`src/rtl/dcache_stall_ctrl.sv`:
```
// Direct-mapped write-back/write-allocate D-cache controller; hits are zero-latency, misses stall via stall_o until DONE.
// Optional hit/miss counters under `DCACHE_STATS_EN; memory side is request-held-until-ack (mem_ack_i ignored in IDLE/DONE).
module dcache_stall_ctrl #(
    parameter int IDX_BITS = 4
) (
    input  logic         clk_i,
    input  logic         rst_i,
    input  logic         req_i,
    input  logic         we_i,
    input  logic [31:0]  addr_i,
    input  logic [31:0]  wdata_i,
    output logic [31:0]  rdata_o,
    output logic         stall_o,
    output logic         mem_req_o,
    output logic         mem_we_o,
    output logic [31:0]  mem_addr_o,
    output logic [255:0] mem_wdata_o,
    input  logic [255:0] mem_rdata_i,
    input  logic         mem_ack_i,
    output logic [31:0]  hit_cnt_o,
    output logic [31:0]  miss_cnt_o
);
    localparam int TAG_BITS = 32 - 5 - IDX_BITS;
    localparam int SETS     = 1 << IDX_BITS;

    typedef enum logic [1:0] {IDLE, WBACK, REFILL, DONE} state_t;
    state_t state, state_nxt;

    logic [255:0]        data_mem [SETS];
    logic [TAG_BITS-1:0] tag_mem  [SETS];
    logic [SETS-1:0]     valid;
    logic [SETS-1:0]     dirty;

    logic [2:0]          word;
    logic [IDX_BITS-1:0] idx;
    logic [TAG_BITS-1:0] tag;
    logic [255:0]        line;
    logic [31:0]         line_word;
    logic                hit;
    logic                wr_word;
    logic                fill;
    logic                hit_evt;
    logic                miss_evt;
    logic                unused_bits;

    assign word        = addr_i[4:2];
    assign idx         = addr_i[4+IDX_BITS:5];
    assign tag         = addr_i[31:5+IDX_BITS];
    assign line        = data_mem[idx];
    assign line_word   = line[{word, 5'b0} +: 32];
    assign hit         = valid[idx] && (tag_mem[idx] == tag);
    assign unused_bits = ^addr_i[1:0];

    always_ff @(posedge clk_i) begin
        if (rst_i) state <= IDLE;
        else       state <= state_nxt;
    end

    always_comb begin
        state_nxt   = state;
        stall_o     = 1'b0;
        mem_req_o   = 1'b0;
        mem_we_o    = 1'b0;
        mem_addr_o  = '0;
        mem_wdata_o = '0;
        rdata_o     = '0;
        wr_word     = 1'b0;
        fill        = 1'b0;
        hit_evt     = 1'b0;
        miss_evt    = 1'b0;
        case (state)
            IDLE: begin
                if (req_i) begin
                    if (hit) begin
                        hit_evt = 1'b1;
                        if (we_i) wr_word = 1'b1;
                        else      rdata_o = line_word;
                    end else begin
                        stall_o   = 1'b1;
                        miss_evt  = 1'b1;
                        state_nxt = (valid[idx] && dirty[idx]) ? WBACK : REFILL;
                    end
                end
            end
            WBACK: begin
                stall_o     = 1'b1;
                mem_req_o   = 1'b1;
                mem_we_o    = 1'b1;
                mem_addr_o  = {tag_mem[idx], idx, 5'b0};
                mem_wdata_o = line;
                if (mem_ack_i) state_nxt = REFILL;
            end
            REFILL: begin
                stall_o    = 1'b1;
                mem_req_o  = 1'b1;
                mem_addr_o = {tag, idx, 5'b0};
                if (mem_ack_i) begin
                    fill      = 1'b1;
                    state_nxt = DONE;
                end
            end
            DONE: begin
                // The line was just refilled, so the held access now completes as a hit.
                state_nxt = IDLE;
                if (req_i) begin
                    if (we_i) wr_word = 1'b1;
                    else      rdata_o = line_word;
                end
            end
            default: state_nxt = IDLE;
        endcase
    end

    always_ff @(posedge clk_i) begin
        if (rst_i) begin
            valid <= '0;
            dirty <= '0;
        end else begin
            if (fill) begin
                valid[idx] <= 1'b1;
                dirty[idx] <= 1'b0;
            end
            if (wr_word) dirty[idx] <= 1'b1;
        end
    end

    always_ff @(posedge clk_i) begin
        if (!rst_i) begin
            if (fill) begin
                data_mem[idx] <= mem_rdata_i;
                tag_mem[idx]  <= tag;
            end
            if (wr_word) data_mem[idx][{word, 5'b0} +: 32] <= wdata_i;
        end
    end

`ifdef DCACHE_STATS_EN
    logic [31:0] hit_cnt;
    logic [31:0] miss_cnt;

    always_ff @(posedge clk_i) begin
        if (rst_i) begin
            hit_cnt  <= '0;
            miss_cnt <= '0;
        end else begin
            if (hit_evt)  hit_cnt  <= hit_cnt + 32'd1;
            if (miss_evt) miss_cnt <= miss_cnt + 32'd1;
        end
    end

    assign hit_cnt_o  = hit_cnt;
    assign miss_cnt_o = miss_cnt;
`else
    logic unused_evt;
    assign unused_evt = hit_evt ^ miss_evt;
    assign hit_cnt_o  = '0;
    assign miss_cnt_o = '0;
`endif

endmodule

```
`config.mk`:
```
export PLATFORM = sky130hd
export DESIGN_NAME = dcache_stall_ctrl
export DESIGN_NICKNAME = d
export VERILOG_FILES = /design/src/rtl/dcache_stall_ctrl.sv
export SDC_FILE = /design/constraint.sdc
export NUM_CORES = 2
export LEC_CHECK = 0
export BUFFER_PORTS_ARGS = -buffer_cell sky130_fd_sc_hd__buf_2
export CORE_MARGIN = 2
export CORE_UTILIZATION = 25
export DETAILED_ROUTE_END_ITERATION = 7
export HOLD_SLACK_MARGIN = 0.03
export SLEW_MARGIN = 20
export SYNTH_ARGS = -nofsm -noshare
export SYNTH_HDL_FRONTEND = slang
export SYNTH_MEMORY_MAX_BITS = 65536
export SYNTH_SLANG_ARGS = --single-unit
```
`constraint.sdc`:
```
create_clock -name clk_i -period 6.3 [get_ports clk_i]
set_input_delay 1.26 -clock clk_i [delete_from_list [all_inputs] [get_ports clk_i]]
set_output_delay 1.26 -clock clk_i [all_outputs]
set_load 0.03 [all_outputs]
```
==> out/qor.yml <==
sta:
  worstMarginPinSlew_ns: 1.14
  setup_tns_ns: -0.0689
  drv_slew: 0
  setup_violations: 4
  min_period_ns: 6.34
  fmax_ghz: 0.158
  rsz0062_at_grt: "true"
  clock_skew_ns: 0.0988
  relSlewSlack_pct: 23.7
  period_share_pct: 101
  hold_violations: 0
  setup_slack_ns: -0.0361
global_routing:
  grt_usage_pct: 16.4
  antenna_found_initial: 166
  grt_max_degree: 127
  gr-total-overflow: 0
  grt_pass1_wl_um: 810000
  grt_pass1_vias: 87900
power_and_ir_drop:
  p_leak_nw: 68.8
  p_per_area_nw_per_um2: 298
  ir_drop_mv: 0.275
  finalPower_mw: 65.0
synthesis:
  avgSynthCellArea_sq_um: 23.2
  yosys.cell_types.count: 68
  yosys_register_bits: 4498
  synthArstFlopShare_pct: 0
  syn-cell-area_sq_um: 179000
  synth_edf_count: 4464
  synth_top_flop_cell: "edfxtp_1"
  syn_inst: 7702
  synth_area_leader_cell: "edfxtp_1"
  yosysTopAreaCellShare_pct: 74.9
  yosysWarningCount: 0
  synth.area.top_cells: "edfxtp_1, mux4_2, mux2_2"
  yosysSeqAreaShare_pct: 75.3
detailed_routing:
  drtAntennaViolNets: 0
  wirelength_um: 616000
  vias_per_cell: 4.78
  first_iter_violations: 12100
  drt_pass1_iterations: 6
  remaining_drc_errors: 0
  routed-via-count: 92000
  wl_per_cell_um: 32.0
die:
  initial_core_util_pct: 25.1
  fp-row-count: 310
  top_level_ports: 712
  die-width_um: 850
  die_area_sq_um: 722000
  die_h_um: 850
  core_sq_um: 713000
setup_path:
  path_max_fanout: 14
  worstPathArrival_ns: 5.08
  cp-end-kind: "output pin"
  reg2reg_depth: 12
  crit_required_ns: 5.04
  start_kind: "input pin"
  r2r_end: "data_mem[11][45]$_DFFE_PP_"
  r2r_slack_ns: 1.78
  r2r_start: "tag_mem[2][7]$_DFFE_PP_"
  endpoint: "rdata_o[26]"
  crit_path_start: "addr_i[5]"
  path_class: "input pin to output pin"
clock_tree:
  path_clk_slew_ns: 0.06
  cts_made_buffers: 432
  clockBufferDepth: 4
  cts_tree: "done"
  cts.sink_count: 4498
  h-tree-depth: 5
  clockRootBuffer: "clkbuf_16"
  clock_latency_ns: 1.07
run_status:
  status: "finished with violations"
  violations: "negative setup slack"
layout:
  nets: 9479
  drive_gt1_share_pct: 42.2
  area_delta_synth_final_pct: 22.1
  num-fill-cells: 68300
min_path:
  hold_path_class: "flop to flop"
place:
  portBuffers: 640
  gp_congestion: 0.860
  hpwlAfterDp_um: 408000
job:
  drv_cap: 0
[where the power goes]
group / internal (mW) / total, mW / leakage (nW) / switching [mW]
clock network: 14.3 / 25.9 / 6.77 / 11.7
logic: 2.04 / 5.94 / 21.6 / 3.89
registers: 33.1 / 33.1 / 40.4 / 0.0415
total: 49.4 / 65.0 / 68.8 / 15.6
[critical path, stage by stage]
cell and delay (ns):
buf_12 0.16, buf_12 0.21, buf_16 0.21, buf_12 0.23, buf_16 0.20, mux4_2 0.53
mux4_2 0.62, mux4_2 0.70, mux2i_2 0.26, buf_6 0.24, nor3b_2 0.06, buf_2 0.18
[cell families after synthesis]
kind of cell               share of synthesized area, %
AOI/OAI and AO/OA                                  1.15
and+or+nand+nor                                    1.59
xor gates and xnor gates                          0.122
adders and majority gates                        0.0560
DFF                                                75.3
buffers and inverters                              1.49
muxes                                              20.3
other                                           0.00210
[placed cells by master, fill, tap and decap left out, types with 19 or more instances in the layout]
cell / n
edfxtp_1: 4464
mux4_2: 1429
buf_2: 629
buf_4: 550
clkbuf_16: 438
and2_1: 259
buf_12: 245
mux2_2: 241
diode_2: 225
a21oi_4: 128
clkinv_1: 97
clkbuf_1: 91
mux2i_1: 83
clkinv_2: 77
conb_1: 69
nor2_1: 61
nand2_1: 57
bufinv_16: 38
dfxtp_1: 34
inv_1: 30
buf_16: 27
xnor2_1: 20
nor3b_2: 20
mux2_4: 19
o21ai_0: 19
[routing by layer]
| layer | track usage [%] | share of wire (%) |
|---|---|---|
| met2 | 25.4 | 46 |
| met1 | 21.5 | 39 |
| met4 | 8.85 | 6.0 |
| met5 | 0 | 0.041 |
| met3 | 3.49 | 9.3 |
[worst min-delay path by stage]
stage,from,to,slack (ns),depth (start not counted)
5_1_grt,valid[14]$_SDFFE_PP0P_,valid[14]$_SDFFE_PP0P_,0.46,1
3_3_place_gp,valid[6]$_SDFFE_PP0P_,valid[6]$_SDFFE_PP0P_,0.43,1
4_1_cts,addr_i[11],tag_mem[14][2]$_DFFE_PP_,0.43,1
3_5_place_dp,valid[14]$_SDFFE_PP0P_,valid[14]$_SDFFE_PP0P_,0.44,1
2_1_floorplan,valid[10]$_SDFFE_PP0P_,valid[10]$_SDFFE_PP0P_,0.42,1
6_report,valid[12]$_SDFFE_PP0P_,valid[12]$_SDFFE_PP0P_,0.45,1
[registers in the layout, summed over array words and instances (netlist names)]
signal / cells
valid: 16
dirty: 16
tag_mem: 368
data_mem: 4096
state: 2
[synth_stat cells, types with 4 or more instances]
master,instances
a32oi_1,9
mux4_2,1429
nor2b_1,10
and2_1,259
clkbuf_1,258
mux2_2,241
a22o_1,8
nor2_1,77
o211ai_1,16
xnor2_1,20
inv_1,30
nor3_1,12
mux2i_1,98
a31oi_1,4
buf_1,126
nor4_1,5
o41a_1,8
o21ai_0,19
nand2_1,66
a21oi_2,40
a21oi_1,106
a22oi_1,18
dfxtp_1,34
nand3_1,22
a21o_1,10
buf_6,14
ha_1,8
xor2_1,5
nor3b_1,35
buf_2,54
o32ai_1,8
mux2_1,7
o221ai_1,4
a211oi_1,8
buf_4,83
o22ai_1,8
mux2_4,19
edfxtp_1,4464
a221oi_1,6
[per-stage QoR]
stage | util (%) | area, sq um | setup slack [ns] | instances | hold slack [ns]
after detailed placement | 28.4 | 203000 | -0.494 | 18200 | 0.439
after global placement | 28.4 | 203000 | -1.01 | 18200 | 0.432
final | 30.6 | 218000 | -0.0361 | 19200 | 0.452
after floorplan | - | 179000 | 0.0933 | 7770 | 0.421
after CTS | 30.5 | 217000 | -0.00461 | 19000 | 0.430
after global routing | 30.6 | 218000 | -0.0344 | 19100 | 0.463
[repair_timing]
| item | in CTS | in global routing |
|---|---|---|
| hold endpoints to repair | 0 | 0 |
| hold buffers | 0 | 0 |
| endpoints found under the setup margin | 32 | 29 |
| pin swaps | 3 | 5 |
| cloned | 13 | 5 |
| setup buffers | 6 | 11 |
| resized for setup | 44 | 51 |
[area by class of cell]
class                   instances  area (sq um)  share of cell area [%]
repair buffers               1480         13500                    6.19
flip-flops and latches       4498        135000                    61.7
well taps                    9516         11900                    5.45
clock inverters               269          2780                    1.27
diodes                        225           563                   0.258
clock buffers                 524         11200                    5.12
multi-input cells            2700         43600                    20.0
inverters                      34           140                  0.0642
(Power assumes the default switching activity.)
